<file path="config.mk">
export PLATFORM = sky130hd
export DESIGN_NAME = crypto_feeder
export DESIGN_NICKNAME = d
export VERILOG_FILES = /design/src/rtl/crypto_feeder.sv
export SDC_FILE = /design/constraint.sdc
export NUM_CORES = 1
export LEC_CHECK = 0
export CAP_MARGIN = 25
export CORE_UTILIZATION = 40
export CTS_CLUSTER_DIAMETER = 120
export DETAILED_ROUTE_END_ITERATION = 7
export HOLD_SLACK_MARGIN = 0.05
export PLACE_DENSITY = 0.7
export SKIP_LAST_GASP = 1
export SYNTH_ARGS = -nofsm -noshare
export SYNTH_HDL_FRONTEND = slang
export SYNTH_SLANG_ARGS = --single-unit
</file>
<file path="constraint.sdc">
create_clock -name clk -period 10 [get_ports clk]
set_clock_uncertainty 0.05 [all_clocks]
set_input_delay 2 -clock clk [delete_from_list [all_inputs] [get_ports clk]]
set_output_delay 2 -clock clk [all_outputs]
set_load 0.03 [all_outputs]
</file>
<file path="src/rtl/crypto_feeder.sv">
// crypto_feeder
// Front-end sequencer for an SDES/hash datapath. It accepts a message
// description on start, buffers incoming bytes in a 4-deep FIFO and feeds
// them one per cycle to the datapath. It then lets the hash settle for two
// cycles, captures the final hash and pulses done.
//
// Ports
//   clk          single clock, rising edge
//   reset        synchronous, active-high
//   start        begin a message (sampled only in IDLE)
//   key_in       10-bit SDES key, latched on accepted start
//   mode_in      0 = encrypt, 1 = decrypt, latched on accepted start
//   msg_len      message length in bytes (1..255), latched on accepted start
//   byte_in      upstream message byte
//   byte_valid   upstream byte present
//   byte_ready   byte accepted when byte_valid & byte_ready (combinational)
//   key_out      latched key to the datapath
//   mode_out     latched mode to the datapath
//   data_out     byte to the datapath, holds when feed_valid = 0
//   feed_valid   data_out carries a new byte this cycle
//   hash_clr     one-cycle hash clear pulse at message start
//   hash_in      final hash from the datapath
//   hash_result  captured hash, held until next capture or reset
//   busy         message in progress
//   done         one-cycle completion pulse
//   byte_count   bytes fed so far
module crypto_feeder (
    input  logic        clk,
    input  logic        reset,
    input  logic        start,
    input  logic [9:0]  key_in,
    input  logic        mode_in,
    input  logic [7:0]  msg_len,
    input  logic [7:0]  byte_in,
    input  logic        byte_valid,
    output logic        byte_ready,
    output logic [9:0]  key_out,
    output logic        mode_out,
    output logic [7:0]  data_out,
    output logic        feed_valid,
    output logic        hash_clr,
    input  logic [31:0] hash_in,
    output logic [31:0] hash_result,
    output logic        busy,
    output logic        done,
    output logic [7:0]  byte_count
);

    typedef enum logic [2:0] {
        IDLE   = 3'd0,
        CLEAR  = 3'd1,
        FEED   = 3'd2,
        SETTLE = 3'd3,
        DONE   = 3'd4
    } state_t;

    state_t      state_reg;
    logic [7:0]  fifo_mem [0:3];
    logic [1:0]  wr_ptr_reg;
    logic [1:0]  rd_ptr_reg;
    logic [2:0]  fill_reg;
    logic [7:0]  len_reg;
    logic [7:0]  acc_cnt_reg;
    logic        settle_cnt_reg;

    logic fifo_full;
    logic fifo_empty;
    logic push;
    logic pop;

    assign fifo_full  = (fill_reg == 3'd4);
    assign fifo_empty = (fill_reg == 3'd0);

    // Upstream may start filling the FIFO during the CLEAR cycle; the
    // accepted-byte limit stops any byte beyond the latched length.
    assign byte_ready = ((state_reg == CLEAR) || (state_reg == FEED))
                        && !fifo_full && (acc_cnt_reg < len_reg);
    assign push       = byte_valid && byte_ready;
    assign pop        = (state_reg == FEED) && !fifo_empty
                        && (byte_count != len_reg);

    // Storage array without reset so it maps onto distributed/block RAM;
    // the pointers alone define what is valid.
    always_ff @(posedge clk) begin
        if (push) begin
            fifo_mem[wr_ptr_reg] <= byte_in;
        end
    end

    always_ff @(posedge clk) begin
        if (reset) begin
            state_reg      <= IDLE;
            wr_ptr_reg     <= 2'd0;
            rd_ptr_reg     <= 2'd0;
            fill_reg       <= 3'd0;
            len_reg        <= 8'd0;
            acc_cnt_reg    <= 8'd0;
            settle_cnt_reg <= 1'b0;
            key_out        <= 10'd0;
            mode_out       <= 1'b0;
            data_out       <= 8'd0;
            feed_valid     <= 1'b0;
            hash_clr       <= 1'b0;
            hash_result    <= 32'd0;
            busy           <= 1'b0;
            done           <= 1'b0;
            byte_count     <= 8'd0;
        end else begin
            hash_clr   <= 1'b0;
            done       <= 1'b0;
            feed_valid <= 1'b0;

            if (push) begin
                wr_ptr_reg  <= wr_ptr_reg + 2'd1;
                acc_cnt_reg <= acc_cnt_reg + 8'd1;
            end
            if (pop) begin
                rd_ptr_reg <= rd_ptr_reg + 2'd1;
                data_out   <= fifo_mem[rd_ptr_reg];
                feed_valid <= 1'b1;
                byte_count <= byte_count + 8'd1;
            end
            // Simultaneous push and pop leave occupancy unchanged.
            fill_reg <= fill_reg + {2'd0, push} - {2'd0, pop};

            case (state_reg)
                IDLE: begin
                    if (start && (msg_len != 8'd0)) begin
                        key_out     <= key_in;
                        mode_out    <= mode_in;
                        len_reg     <= msg_len;
                        acc_cnt_reg <= 8'd0;
                        byte_count  <= 8'd0;
                        wr_ptr_reg  <= 2'd0;
                        rd_ptr_reg  <= 2'd0;
                        fill_reg    <= 3'd0;
                        hash_clr    <= 1'b1;
                        busy        <= 1'b1;
                        state_reg   <= CLEAR;
                    end
                end
                CLEAR: begin
                    state_reg <= FEED;
                end
                FEED: begin
                    if (pop && ((byte_count + 8'd1) == len_reg)) begin
                        settle_cnt_reg <= 1'b0;
                        state_reg      <= SETTLE;
                    end
                end
                SETTLE: begin
                    if (settle_cnt_reg) begin
                        hash_result <= hash_in;
                        done        <= 1'b1;
                        state_reg   <= DONE;
                    end else begin
                        settle_cnt_reg <= 1'b1;
                    end
                end
                DONE: begin
                    busy      <= 1'b0;
                    state_reg <= IDLE;
                end
                default: begin
                    state_reg <= IDLE;
                end
            endcase
        end
    end

endmodule

</file>
==> Word level (Yosys, flattened, before mapping) <==
Memory sizes are Yosys's and may differ from the RTL's. A register that Yosys moved wholly into a read port is not among the register bits.
Index checks and enable logic that the tools add are counted.
{ "totals": {"mem_bits_rw": 32, "inputBits": 63, "memories": 1, "regBits": 82, "out_inout_bits": 64, "elab_cells": 84} }
{ "memory_table": {"columns": ["memory", "depth", "width", "rd", "rd_ports_with_merged_regs", "wr", "line", "source"], "rows": [
  ["fifo_mem", 4, 8, 1, 1, 1, "58", "logic [7:0] fifo_mem [0:3];"]
]} }
{ "op_classes": {"addsub": 6, "bitwise_logic": 2, "n_reduce_logical": 22, "magnitude_cmp": 1, "muxes": 27, "n_eq_ne": 10} }
{ "ops": {"columns": ["cell", "n"], "rows": [
  ["8-bit 2-to-1 mux", 6],
  ["8-bit by 1-bit adder with 8-bit output (second input constant)", 2],
  ["3-bit 2-to-1 mux", 5],
  ["2-bit 2-to-1 mux", 6],
  ["3-bit one-hot mux with 4 select lines", 1],
  ["8-bit equality test", 1],
  ["8-bit less-than comparator", 1],
  ["8-bit != test", 1],
  ["2-bit AND reduction", 4],
  ["8-bit nonzero test", 1],
  ["1-bit logical AND", 7],
  ["1-bit 2-to-1 mux", 7],
  ["3-bit by 2-bit equality test with 1-bit output (second input constant)", 2],
  ["3-bit equality test (second input constant)", 2],
  ["3-bit zero test", 2],
  ["2-bit by 1-bit adder with 2-bit output (second input constant)", 2],
  ["2-bit != test (second input constant)", 2],
  ["1-bit one-hot mux with 2 select lines", 2],
  ["2-bit nonzero test", 2],
  ["2-bit OR reduction", 2],
  ["3-bit by 1-bit adder with 3-bit output", 1],
  ["3-bit by 1-bit equality test with 1-bit output (second input constant)", 1],
  ["3-bit AND reduction", 1],
  ["3-bit by 1-bit subtractor with 3-bit output", 1],
  ["other kinds (4)", 6]
]} }

==> Depth between registers and ports, before layout <==
Gate-level depths: netlist (run 1).
{ "depth": {"word_depth": 9, "mapped_depth": 15, "ltp_nobuf": 15} }

==> Worst setup path after synthesis (run 1) <==
No wires, ideal clock.
{ "synth_path": {"kind": "register to output", "from": "register len_reg[7]", "to": "output byte_ready", "t_arrival_ps": 2023, "path_stages_with_launch": 7, "path_slack_ps": 5927, "t_required_ps": 7950, "cell_sequence": "dfxtp_1 > inv_1 > ha_1 > a211o_1 > a311oi_4 > nand2_4 > a21oi_1"} }
{ "synth_via": {"elab_chain_len": 2} }
{ "synth_lines": {"columns": ["item", "line", "source"], "rows": [
  ["start: declaration", "62", "logic [7:0] len_reg;"],
  ["start signal: assignment", "131", "len_reg <= msg_len;"],
  ["8-bit less-than comparator", "77", "&& !fifo_full && (acc_cnt_reg < len_reg);"],
  ["1-bit logical AND", "77", null],
  ["end: declaration", "36", "output logic byte_ready,"]
]} }
No other way between the ends.

==> Worst setup path in the final report (run 1) <==
Ends and elaborated chain as after synthesis.

==> summary.md, run 1 <==
| Metric | Value |
|---|---|
| Dominant cell type by area after synthesis | dfxtp_1 |
| Seq. cell area | 2763 sq um |
| Final slew viol count | 0 |
| Vias in the first global route | 3,759 |
| Most common cell after layout, fill and taps aside | clkdlybuf4s50_1 |
| Initial Utilization | 0.4158 |
| Synthesized cell area | 5077 sq um |
| GP Congestion | 0.8584 |
| Synth Area in Adders | 0.04091 |
| Clock buffer depth | 2 |
| Ports | 127 |
| Core area | 12,210 sq um |
| Setup violators final | 0 |
| Port Buffer Count | 126 |
| DRT iter0 DRCs | 224 |
| First-pass GRT wire length | 18,800 um |
| RSZ-0062 raised after global routing | no |
| Clock-pin slew on the worst setup and hold paths | 50 ps |
| Setup TNS | 0 ps |
| Clk Latency, worst-skew pair | 410 ps |
| Area Overhead vs Synth | 40.27% |
| CTS sink cnt | 122 |
| Die width | 114.7 um |
| Post-DRT Antenna Nets | 0 |
| Die area | 13,150 sq um |
| CP Data Arrival Time | 2980 ps |
| Vias | 3,838 |
| EDFF count, synth | 32 |
| PwrDens | 180.6 nW/um^2 |
| VDD IR max | 0.09306 mV |
| Status | completed |
| Ant diodes | 0 |
| Final Hold Viols | 0 |
| Mean Syn Cell Area | 10.53 sq um |
| Post-CTS Resized | 0 |
| Ys async rst share | 0 |
| # H-tree levels | 4 |
| Post-CTS Hold Fix Bufs | 0 |
| DRC | 0 |
| Hold Path Class | flip-flop to flip-flop |
| Unique masters post-synth | 45 |
| Ranking of synthesized cells by area | dfxtp_1 35%, edfxtp_1 19%, mux2i_1 5.9%, nand2_1 5.7%, nor2_1 4.2% |
| Setup CP Type | flip-flop to output port |
| Top cell type's share of synthesized area | 0.3549 |
| Cells after Synth | 482 |
| Routed wire length | 11,850 um |
| Main synth FF type | dfxtp_1 |
| Gr usage total | 0.1879 |
| CTS tree | done |
| Yosys warns | 0 |
| Gr ovfl total | 0 |
| WL per Instance | 15.09 um |
| Largest net degree at the start of global routing | 68 |
| Place WS | 5444 ps |
| Die height | 114.7 um |
| Min cycle time layout | 5028 ps |
| Synth Area in XOR/XNOR | 0.05520 |
| Syn nets | 561 |
| Largest family of logic cells by synthesized area | simple AND/OR/NAND/NOR gates |
| Inserted Clock Buffers | 17 |
| Vias/cell | 4.889 |
| Fmax | 198.9 MHz |
| Slew of the pin with the lowest slew margin | 793.9 ps |
| Lkg Pwr | 2.498 nW |
| Worst-path fanout max | 5 |
| Root Driver | clkbuf_16 |
| Crit share post-route | 0.5028 |
| CP required | 7950 ps |
| CP Launch Type | flip-flop |
| 1st-pass router iterations | 4 |
| Initial antenna violation count | 0 |
| Simple-Gate Fraction of Synth Area | 0.1518 |
| Total Power | 1.286 mW |
| Commonest non-fill, non-tap cells in the layout | 125 x clkdlybuf4s50_1, 90 x dfxtp_1, 77 x nand2_1, 56 x nor2_1, 36 x a21oi_1 |
| Top flop regs | fifo_mem (32), hash_result (32), key_out (10) |
| Postcts setup bufs | 0 |
| Row cnt | 40 |
| Fin worst setup slack | 4972 ps |
| #FFs+latches synth | 122 |
| Number of fill cells in the layout | 1,040 |
| Multiplexer area fraction after synthesis | 0.09463 |
| Sequential share of the synthesized area | 0.5441 |
| Category of the worst setup path capture point | output port |
| DP HPWL | 8170 um |
| Max Cap Viol | 0 |
| Layout Nets | 683 |
| Synth Area in Compound Gates | 0.07935 |
| Slew HR | 0.4702 |
| Footprint of the multi-input gates | 2151 sq um |
| Layout cell share with drive strength beyond 1 | 0.09076 |
==> final cells by class <==
cell class / count / share of cell area
flip-flops and latches: 122 / 0.3879
multi-input cells: 318 / 0.3020
clock inverters: 7 / 0.01581
clock buffers: 25 / 0.07238
inverters: 15 / 0.007906
well taps: 168 / 0.02952
repair buffers: 130 / 0.1845
==> critical path, cell delays in order, from the launching register on <==
cell and delay (ps):
dfxtp_1 360, inv_1 60, ha_1 360, a211o_1 350
a311oi_4 330, nand2_4 130, a21oi_1 250, clkdlybuf4s50_1 720
==> final timing paths <==
kind                               start                          end  slack, ps  depth (start not counted)
max              len_reg[7]$_SDFFE_PP0P_                   byte_ready       4970                          7
min          hash_result[5]$_SDFFE_PP0P_  hash_result[5]$_SDFFE_PP0P_        410                          2
max reg2reg      len_reg[7]$_SDFFE_PP0P_       fill_reg[2]$_SDFF_PP0_       6520                         15
min reg2reg  hash_result[5]$_SDFFE_PP0P_  hash_result[5]$_SDFFE_PP0P_        410                          2
==> per-stage QoR <==
step | hold WS (ps) | cell area (sq um) | util | std cells
finish | 406.1 | 7122 | 0.5832 | 785
global route | 419.1 | 7122 | 0.5832 | 785
global placement | 390.7 | 6451 | 0.5283 | 751
detailed placement | 399.2 | 6466 | 0.5295 | 752
floorplan | 423.5 | 5077 | - | 482
CTS | 407.2 | 7094 | 0.5809 | 784
==> cells by family after synthesis <==
family,Yosys count
multiplexers,38
adder cells (fa/ha/maj),16
flip-flops,122
XOR/XNOR,32
buffers and inverters,42
AO/OA/AOI/OAI,56
AND/OR/NAND/NOR,176
==> report_power, final <==
| part | switching [mW] | internal, mW |
|---|---|---|
| clock | 0.204 | 0.431 |
| sequential | 0.00949 | 0.520 |
| combinational | 0.0634 | 0.0588 |
==> routing by layer <==
layer,track usage,up-vias,part of all wire
met3,0.05029,17,0.059
met2,0.3147,123,0.48
li1,-,1893,-
met5,0,-,0
met4,0.07446,0,0.014
met1,0.2302,1805,0.45
==> cell usage after synthesis, drive strengths merged, types with 2 or more instances <==
| cell | count |
|---|---|
| a2111oi | 2 |
| a211o | 3 |
| a211oi | 3 |
| a21o | 2 |
| a21oi | 37 |
| a31o | 2 |
| and2 | 6 |
| and3 | 3 |
| buf | 10 |
| clkbuf | 17 |
| dfxtp | 90 |
| edfxtp | 32 |
| ha | 15 |
| inv | 15 |
| mux2i | 30 |
| mux4 | 8 |
| nand2 | 78 |
| nand2b | 2 |
| nand3 | 6 |
| nand4 | 10 |
| nor2 | 58 |
| nor4 | 4 |
| o21ai | 2 |
| or2 | 2 |
| xnor2 | 20 |
| xor2 | 12 |
No activity file was read; power rests on OpenSTA's default activity.
==> run 2: changes to the inputs <==
--- a/config.mk
+++ b/config.mk
@@ -10,7 +10,7 @@
 export CTS_CLUSTER_DIAMETER = 120
 export DETAILED_ROUTE_END_ITERATION = 7
 export HOLD_SLACK_MARGIN = 0.05
-export PLACE_DENSITY = 0.7
+export PLACE_DENSITY = 0.73
 export SKIP_LAST_GASP = 1
 export SYNTH_ARGS = -nofsm -noshare
 export SYNTH_HDL_FRONTEND = slang
==> constraint.sdc (replaced) <==
create_clock -name clk -period 4.2 [get_ports clk]
set_clock_uncertainty 0.05 [all_clocks]
set_input_delay 0.84 -clock clk [delete_from_list [all_inputs] [get_ports clk]]
set_output_delay 0.84 -clock clk [all_outputs]
set_load 0.03 [all_outputs]
==> summary.md, run 2 (synthesis results as in run 1) <==
| Metric | Value |
|---|---|
| Port Buffer Count | 126 (unchanged) |
| DRT iter0 DRCs | 279 (was 224) |
| Clock-pin slew on the worst setup and hold paths | 50 ps (about the same) |
| Ports | 127 (unchanged) |
| CP Launch Type | flip-flop (unchanged) |
| Ant diodes | 0 (unchanged) |
| Lkg Pwr | 2.454 nW (was 2.498 nW) |
| VDD IR max | 0.3190 mV (was 0.09306 mV) |
| Post-CTS Hold Fix Bufs | 0 (unchanged) |
| Postcts setup bufs | 0 (unchanged) |
| Routed wire length | 11,770 um (was 11,850 um) |
| Layout cell share with drive strength beyond 1 | 0.09076 (unchanged) |
| Post-CTS Resized | 0 (unchanged) |
| Clock buffer depth | 2 (unchanged) |
| Setup violators final | 0 (unchanged) |
| Largest net degree at the start of global routing | 54 (was 68) |
| PwrDens | 418.9 nW/um^2 (was 180.6 nW/um^2) |
| CTS sink cnt | 122 (unchanged) |
| Top flop regs | fifo_mem (32), hash_result (32), key_out (10) (unchanged) |
| Clk Latency, worst-skew pair | 410 ps (about the same) |
| Root Driver | clkbuf_16 (unchanged) |
| Final slew viol count | 0 (unchanged) |
| Category of the worst setup path capture point | output port (unchanged) |
| Setup TNS | 0 ps (unchanged) |
| Hold wc startpoint | hash_result[30]$_SDFFE_PP0P_ (was hash_result[5]$_SDFFE_PP0P_) |
| Slew of the pin with the lowest slew margin | 730.7 ps (was 793.9 ps) |
| Hold Path Class | flip-flop to flip-flop (unchanged) |
| Fin worst setup slack | 347.6 ps (was 4972 ps) |
| WL per Instance | 14.99 um (was 15.09 um) |
| DP Area | 6474 sq um (was 6466 sq um) |
| CP required | 3310 ps (was 7950 ps) |
| CP cell instances | inv_1 > ha_1 > a211o_1 > a311oi_4 > nand2_4 > a21oi_1 > clkdlybuf4s50_1 (unchanged) |
| Core area | 12,210 sq um (unchanged) |
| Fmax | 259.6 MHz |
| Slew HR | 0.5111 (was 0.4702) |
| Place WS | 772.7 ps (was 5444 ps) |
| RSZ-0062 raised after global routing | no (unchanged) |
| Min cycle time layout | 3852 ps |
| R2r setup slk | 780 ps (was 6520 ps) |
| Commonest non-fill, non-tap cells in the layout | 125 x clkdlybuf4s50_1, 90 x dfxtp_1, 77 x nand2_1, 56 x nor2_1, 36 x a21oi_1 (unchanged) |
| Reg-to-reg endpoint | fill_reg[2]$_SDFF_PP0_ (unchanged) |
| Die height | 114.7 um (unchanged) |
| Crit share post-route | 0.9172 |
| Status | completed (unchanged) |
| Vias in the first global route | 3,820 (was 3,759) |
| Gr usage total | 0.1898 (was 0.1879) |
| Most common cell after layout, fill and taps aside | clkdlybuf4s50_1 (unchanged) |
| Gr ovfl total | 0 (unchanged) |
| Inserted Clock Buffers | 17 (unchanged) |
| First-pass GRT wire length | 18,850 um (was 18,800 um) |
| Worst path slowest cell | clkdlybuf4s50_1 (unchanged) |
| GP Congestion | 0.7741 (was 0.8584) |
| CP top delay family | compound AO/OA/AOI/OAI gates (unchanged) |
| CP Data Arrival Time | 2960 ps (was 2980 ps) |
| DP HPWL | 8372 um (was 8170 um) |
| Initial antenna violation count | 0 (unchanged) |
| Critical Path Max Stage Delay | 720 ps (about the same) |
| Max Cap Viol | 0 (unchanged) |
| Setup CP Type | flip-flop to output port (unchanged) |
| Worst path bufs/invs | 2 (unchanged) |
| Row cnt | 40 (unchanged) |
| Worst-path fanout max | 5 (unchanged) |
| # H-tree levels | 4 (unchanged) |
| Final Hold Viols | 0 (unchanged) |
| Initial Utilization | 0.4158 (unchanged) |
| 1st-pass router iterations | 4 (unchanged) |
| CTS tree | done (unchanged) |
| Number of fill cells in the layout | 1,064 (was 1,040) |
| Hold path depth | 2 (unchanged) |
| RR Startpoint | len_reg[7]$_SDFFE_PP0P_ (unchanged) |
| Die width | 114.7 um (unchanged) |
| Worst R2R Path Depth | 15 (unchanged) |
| Vias | 3,919 (was 3,838) |
| Finished Cell Area | 7051 sq um (was 7122 sq um) |
| Area Overhead vs Synth | 38.86% (was 40.27%) |
| Vias/cell | 4.992 (was 4.889) |
| DRC | 0 (unchanged) |
| Layout Nets | 683 (unchanged) |
| Hold path endpoint | hash_result[30]$_SDFFE_PP0P_ (was hash_result[5]$_SDFFE_PP0P_) |
| Post-DRT Antenna Nets | 0 (unchanged) |
| Die area | 13,150 sq um (unchanged) |
-- run 2: worst max path at each step --
stage | start | to | depth (start not counted)
floorplan | len_reg[7]$_SDFFE_PP0P_ | fill_reg[2]$_SDFF_PP0_ | 15
global placement | len_reg[7]$_SDFFE_PP0P_ | byte_ready | 7
detailed placement | len_reg[7]$_SDFFE_PP0P_ | fill_reg[2]$_SDFF_PP0_ | 15
CTS | len_reg[7]$_SDFFE_PP0P_ | byte_ready | 7
global route | len_reg[7]$_SDFFE_PP0P_ | byte_ready | 7
finish | len_reg[7]$_SDFFE_PP0P_ | byte_ready | 7
-- run 2: through the flow --
step	util	std cells	power [mW]	hold slack [ps]
after CTS	0.5774	785	2.985	406.3
after detailed placement	0.5301	753	1.577	398.5
after global routing	0.5774	785	3.069	425.3
after global placement	0.5289	752	1.568	392.9
after floorplan	-	482	1.449	423.5
final	0.5774	785	2.954	405.2
-- run 2: final cells by class --
type	instances	area, sq um	area share
Sequential cell	122	2763	0.3918
Inverter	15	56.30	0.007986
Clock buffer	17	425.4	0.06034
Tap cell	168	210.2	0.02981
Multi-Input combinational cell	318	2151	0.3051
Timing Repair Buffer	130	1294	0.1835
Clock inverter	15	151.4	0.02147
-- run 2: metal layers --
layer	global-route usage	wire length, um	part of all wire	vias to the layer above
met3	0.06458	922	0.078	12
li1	-	-	-	1901
met4	0.07359	133	0.011	0
met5	0	0	0	-
met2	0.3176	5641	0.48	134
met1	0.2246	5073	0.43	1872
-- run 2: where the power goes --
part | internal (mW) | leakage (nW) | switching [mW] | total [mW]
Combinational | 0.139 | 1.17 | 0.151 | 0.290
Clock | 0.870 | 0.271 | 0.532 | 1.40
Sequential | 1.24 | 1.02 | 0.0232 | 1.26
-- run 2: tightest hold or removal path: stages (launching register included) --
cell and delay (ps):
dfxtp_1 310, nand2_1 50, a21oi_1 50
==> run 3: changes to the inputs <==
--- a/config.mk
+++ b/config.mk
@@ -10,7 +10,7 @@
 export CTS_CLUSTER_DIAMETER = 120
 export DETAILED_ROUTE_END_ITERATION = 7
 export HOLD_SLACK_MARGIN = 0.05
-export PLACE_DENSITY = 0.73
+export PLACE_DENSITY = 0.7
 export SKIP_LAST_GASP = 1
 export SYNTH_ARGS = -nofsm -noshare
 export SYNTH_HDL_FRONTEND = slang
==> constraint.sdc (replaced) <==
create_clock -name clk -period 4.5 [get_ports clk]
set_clock_uncertainty 0.05 [all_clocks]
set_input_delay 0.9 -clock clk [delete_from_list [all_inputs] [get_ports clk]]
set_output_delay 0.9 -clock clk [all_outputs]
set_load 0.03 [all_outputs]
==> summary.md, run 3 (synthesis results as in run 1) <==
| Metric | Value |
|---|---|
| # H-tree levels | 4 (unchanged) |
| Layout cell share with drive strength beyond 1 | 0.08618 (was 0.09076) |
| Slew HR | 0.3122 (was 0.5111) |
| Fmax | 257.9 MHz |
| Lkg Pwr | 2.468 nW (was 2.454 nW) |
| Top flop regs | fifo_mem (32), hash_result (32), key_out (10) (unchanged) |
| Vias | 3,848 (was 3,919) |
| DRT iter0 DRCs | 170 (was 279) |
| Vias/cell | 4.914 (was 4.992) |
| Inserted Clock Buffers | 17 (unchanged) |
| Worst-path fanout max | 5 (unchanged) |
| Setup TNS | 0 ps (unchanged) |
| Category of the worst setup path capture point | output port (unchanged) |
| CP Data Arrival Time | 2930 ps (was 2960 ps) |
| Root Driver | clkbuf_16 (unchanged) |
| Die width | 114.7 um (unchanged) |
| WL per Instance | 15.00 um (was 14.99 um) |
| Initial Utilization | 0.4158 (unchanged) |
| Post-DRT Antenna Nets | 0 (unchanged) |
| First-pass GRT wire length | 18,460 um (was 18,850 um) |
| Vias in the first global route | 3,797 (was 3,820) |
| Fin worst setup slack | 622.7 ps (was 347.6 ps) |
| VDD IR max | 0.2501 mV (was 0.3190 mV) |
| Gr ovfl total | 0 (unchanged) |
| RSZ-0062 raised after global routing | no (unchanged) |
| Gr usage total | 0.1870 (was 0.1898) |
| Status | completed (unchanged) |
| Most common cell after layout, fill and taps aside | clkdlybuf4s50_1 (unchanged) |
| Row cnt | 40 (unchanged) |
| Postcts setup bufs | 0 (unchanged) |
| Ant diodes | 0 (unchanged) |
| Core area | 12,210 sq um (unchanged) |
| Setup violators final | 0 (unchanged) |
| CTS tree | done (unchanged) |
| Min cycle time layout | 3877 ps |
| Layout Nets | 682 (was 683) |
| Total Power | 2.797 mW (was 2.954 mW) |
| Largest net degree at the start of global routing | 39 (was 54) |
| Max Cap Viol | 0 (unchanged) |
| Place WS | 1090 ps (was 772.7 ps) |
| Area Overhead vs Synth | 39.21% (was 38.86%) |
| Die height | 114.7 um (unchanged) |
| Clock buffer depth | 2 (unchanged) |
| Port Buffer Count | 126 (unchanged) |
| PwrDens | 395.8 nW/um^2 (was 418.9 nW/um^2) |
| Commonest non-fill, non-tap cells in the layout | 125 x clkdlybuf4s50_1, 90 x dfxtp_1, 77 x nand2_1, 56 x nor2_1, 36 x a21oi_1 (unchanged) |
| Post-CTS Hold Fix Bufs | 0 (unchanged) |
| Die area | 13,150 sq um (unchanged) |
| DRC | 0 (unchanged) |
| Final Hold Viols | 0 (unchanged) |
| Setup CP Type | flip-flop to output port (unchanged) |
| CP required | 3550 ps (was 3310 ps) |
| Final slew viol count | 0 (unchanged) |
| Slew of the pin with the lowest slew margin | 1032 ps (was 730.7 ps) |
| 1st-pass router iterations | 4 (unchanged) |
| Routed wire length | 11,750 um (was 11,770 um) |
| Post-CTS Resized | 0 (unchanged) |
| Initial antenna violation count | 0 (unchanged) |
| Clk Latency, worst-skew pair | 410 ps (about the same) |
| CP Launch Type | flip-flop (unchanged) |
| Hold Path Class | flip-flop to flip-flop (unchanged) |
| CTS sink cnt | 122 (unchanged) |
| DP HPWL | 8311 um (was 8372 um) |
| Crit share post-route | 0.8616 |
| GP Congestion | 0.8230 (was 0.7741) |
| Clock-pin slew on the worst setup and hold paths | 50 ps (about the same) |
| Ports | 127 (unchanged) |
## run 3: cell types whose count changed in the layout (fill, tap and decap cells not counted)
cell and delta:
buf_4 -1, clkbuf_1 +3, clkbuf_16 +1, clkbuf_8 +4, clkinv_1 -2, clkinv_4 -3, clkinvlp_4 -2, inv_6 -2
## run 3: metrics by stage
stage / utilization / instances / cell area (sq um) / hold WS [ps]
3_5_place_dp: 0.5295 / 752 / 6466 / 396.9
6_report: 0.5788 / 783 / 7068 / 401.4
5_1_grt: 0.5788 / 783 / 7068 / 419.8
2_1_floorplan: - / 482 / 5077 / 423.5
3_3_place_gp: 0.5283 / 751 / 6451 / 391.2
4_1_cts: 0.5788 / 783 / 7068 / 404.0
## run 3: final timing paths
kind / start / end / slack [ps] / depth (start not counted)
setup / recovery: len_reg[7]$_SDFFE_PP0P_ / byte_ready / 620 / 7
hold / removal: hash_result[15]$_SDFFE_PP0P_ / hash_result[15]$_SDFFE_PP0P_ / 400 / 2
setup reg to reg: len_reg[7]$_SDFFE_PP0P_ / fill_reg[2]$_SDFF_PP0_ / 1110 / 15
hold reg to reg: hash_result[15]$_SDFFE_PP0P_ / hash_result[15]$_SDFFE_PP0P_ / 400 / 2
## run 3: cell type report
cell class                 instances  area [sq um]
fill                            1077          5144
clock buffer                      25         516.7
tap                              168         210.2
sequential                       122          2763
clock inverter                     6         85.08
timing repair buffer             129          1286
inverter                          15         56.30
multi-input combinational        318          2151
## run 3: critical path, stage by stage, from the launching register on
cell             delay, ps
dfxtp_1                370
inv_1                   60
ha_1                   350
a211o_1                340
a311oi_4               310
nand2_4                130
a21oi_1                240
clkdlybuf4s50_1        720
## run 3: routing by layer
metal,vias up,GRT usage,share of wire
li1,1888,-,-
met1,1819,0.2147,0.43
met2,127,0.3188,0.49
met3,14,0.05982,0.065
met4,0,0.08312,0.017
met5,-,0,0
## run 3: power breakdown
group	internal [mW]	switching [mW]
sequential	1.16	0.0206
clock	0.901	0.450
combinational	0.130	0.139
total	2.19	0.610
==> RTL edit: new RTL, config.mk and constraints of run 2 <==
Put one more register stage on the output `byte_count`. The value now appears one clock later. The other outputs are not delayed to match.
--- a/src/rtl/crypto_feeder.sv
+++ b/src/rtl/crypto_feeder.sv
@@ -54,6 +54,8 @@
         DONE   = 3'd4
     } state_t;
 
+    logic [7:0] byte_count_s0;
+
     state_t      state_reg;
     logic [7:0]  fifo_mem [0:3];
     logic [1:0]  wr_ptr_reg;
@@ -77,7 +79,7 @@
                         && !fifo_full && (acc_cnt_reg < len_reg);
     assign push       = byte_valid && byte_ready;
     assign pop        = (state_reg == FEED) && !fifo_empty
-                        && (byte_count != len_reg);
+                        && (byte_count_s0 != len_reg);
 
     // Storage array without reset so it maps onto distributed/block RAM;
     // the pointers alone define what is valid.
@@ -104,7 +106,7 @@
             hash_result    <= 32'd0;
             busy           <= 1'b0;
             done           <= 1'b0;
-            byte_count     <= 8'd0;
+            byte_count_s0  <= 8'd0;
         end else begin
             hash_clr   <= 1'b0;
             done       <= 1'b0;
@@ -118,7 +120,7 @@
                 rd_ptr_reg <= rd_ptr_reg + 2'd1;
                 data_out   <= fifo_mem[rd_ptr_reg];
                 feed_valid <= 1'b1;
-                byte_count <= byte_count + 8'd1;
+                byte_count_s0 <= byte_count_s0 + 8'd1;
             end
             // Simultaneous push and pop leave occupancy unchanged.
             fill_reg <= fill_reg + {2'd0, push} - {2'd0, pop};
@@ -130,7 +132,7 @@
                         mode_out    <= mode_in;
                         len_reg     <= msg_len;
                         acc_cnt_reg <= 8'd0;
-                        byte_count  <= 8'd0;
+                        byte_count_s0 <= 8'd0;
                         wr_ptr_reg  <= 2'd0;
                         rd_ptr_reg  <= 2'd0;
                         fill_reg    <= 3'd0;
@@ -143,7 +145,7 @@
                     state_reg <= FEED;
                 end
                 FEED: begin
-                    if (pop && ((byte_count + 8'd1) == len_reg)) begin
+                    if (pop && ((byte_count_s0 + 8'd1) == len_reg)) begin
                         settle_cnt_reg <= 1'b0;
                         state_reg      <= SETTLE;
                     end
@@ -168,5 +170,9 @@
         end
     end
 
+    always_ff @(posedge clk) begin
+        byte_count <= byte_count_s0;
+    end
+
 endmodule
 
Formal check against the unedited RTL: not equivalent (Yosys sat finds a counterexample within 4 cycles, from zero or initial values and one cycle with reset high).
==> RTL edit against run 2 <==
Maximum frequency up 6.3%. Power grew 5.7%. Design area grew 4.0%. Wire length rose by 5.6%. Setup slack gained 0.23 ns. Sequential cell count increased by 8. Synthesized area up 4.8%.
==> RTL edit: results <==
metrics = {
    "global_routing": {
        "grt_max_degree": 38,
        "grt_first_pass_wirelength_mm": 20.9,
        "track_usage": 0.190,
    },
    "critical_path": {
        "path_max_fanout": 14,
        "crit_start": "len_reg[1]",
        "r2r_slack_ns": 0.97,
        "crit_slowest_cell": "clkdlybuf4s50_1",
        "slowest_delay_ns": 0.70,
        "critPathTopFamily": "buffers and inverters",
        "cp_data_arrival_time_ns": 2.73,
    },
    "routing": {
        "drtIter0Drc": 208,
        "num_vias": 4196,
        "wl_per_cell_um": 15.2,
        "wl_met3_um": 477,
        "dr_wl_met2_mm": 6.61,
        "wl_met1_mm": 5.13,
        "routed.top_layer": "met4",
    },
    "logic_synthesis": {
        "synth_fa_ha_area_frac": 0.0390,
        "synth_xor_area_frac": 0.0296,
        "synth_common_cells": "dfxtp_1 (98), nand2_1 (78), a21oi_1 (46)",
        "synthCells": 514,
        "synth_compound_area_frac": 0.0936,
        "synth_edf_count": 32,
        "syn-num-nets": 593,
        "synthMuxAreaShare": 0.0865,
        "synthTopCellsByArea": "dfxtp_1 (37%), edfxtp_1 (18%), nand2_1 (5.5%)",
        "synth_cell_types": 53,
        "yosysSeqAreaShare": 0.549,
    },
    "power": {
        "cellLeakagePower_nw": 2.56,
        "ir_drop_mv": 0.234,
    },
    "clocking": {
        "numCtsBuffers": 17,
        "cts_buffer_depth": 2,
        "root_buffer": "clkbuf_16",
        "clock_latency_ns": 0.42,
        "post_cts_resized": 0,
    },
    "timing": {
        "tightestPinTransition_ns": 0.710,
        "holdWs_ns": 0.367,
        "finalWorstSetupSlack_ns": 0.576,
    },
    "final_layout": {
        "final_layout_size_suffix_gt1_frac": 0.0880,
        "num-nets-final": 714,
        "reg.largest.list": "fifo_mem x32, hash_result x32, key_out x10",
        "layoutNonFillerInstCount": 820,
    },
    "place": {
        "dp_cells": 788,
        "place_hpwl_mm": 8.96,
        "dpl_worst_slack_ns": 0.959,
        "placed_area_sq_um": 6700,
        "place_congestion": 0.825,
    },
    "status": {
        "status": "completed",
    },
    "worst_hold_path": {
        "hold_path.startpoint": "byte_count_s0[7]",
        "hold_path.class": "flop to flop",
    },
}
RTL edit: cell count changes after synthesis, sizes merged, moves of 5 or more:
cell          run 2  this run
xor2             12         7
nor2             58        42
o21ai             2        14
or3               1        11
nand3             6        11
a21oi            37        49
xnor2            20        11
dfxtp            90        98
RTL edit: final cells by class:
cell class                 instances  area (sq um)
timing repair buffer             130          1290
multi-input combinational        339          2210
tap                              172           215
inverter                          17          63.8
clock buffer                      17           425
clock inverter                    15           200
sequential                       130          2920
fill                            1024          5440
RTL edit: worst paths after layout:
check / end / cells past startpoint
max: byte_ready / 7
min: byte_count[7] / 0
max reg2reg: fill_reg[2] / 15
min reg2reg: byte_count[7] / 0
RTL edit: layer usage:
metal	global-route usage	up-vias
met5	0	-
met4	0.0795	0
met3	0.0360	18
li1	-	2056
met1	0.217	2033
met2	0.344	89
RTL edit: power by group:
group	internal [mW]	switching [mW]	total [mW]
Sequential	1.31	0.0188	1.33
Clock	0.952	0.586	1.54
Combinational	0.124	0.132	0.257
Total	2.38	0.737	3.12
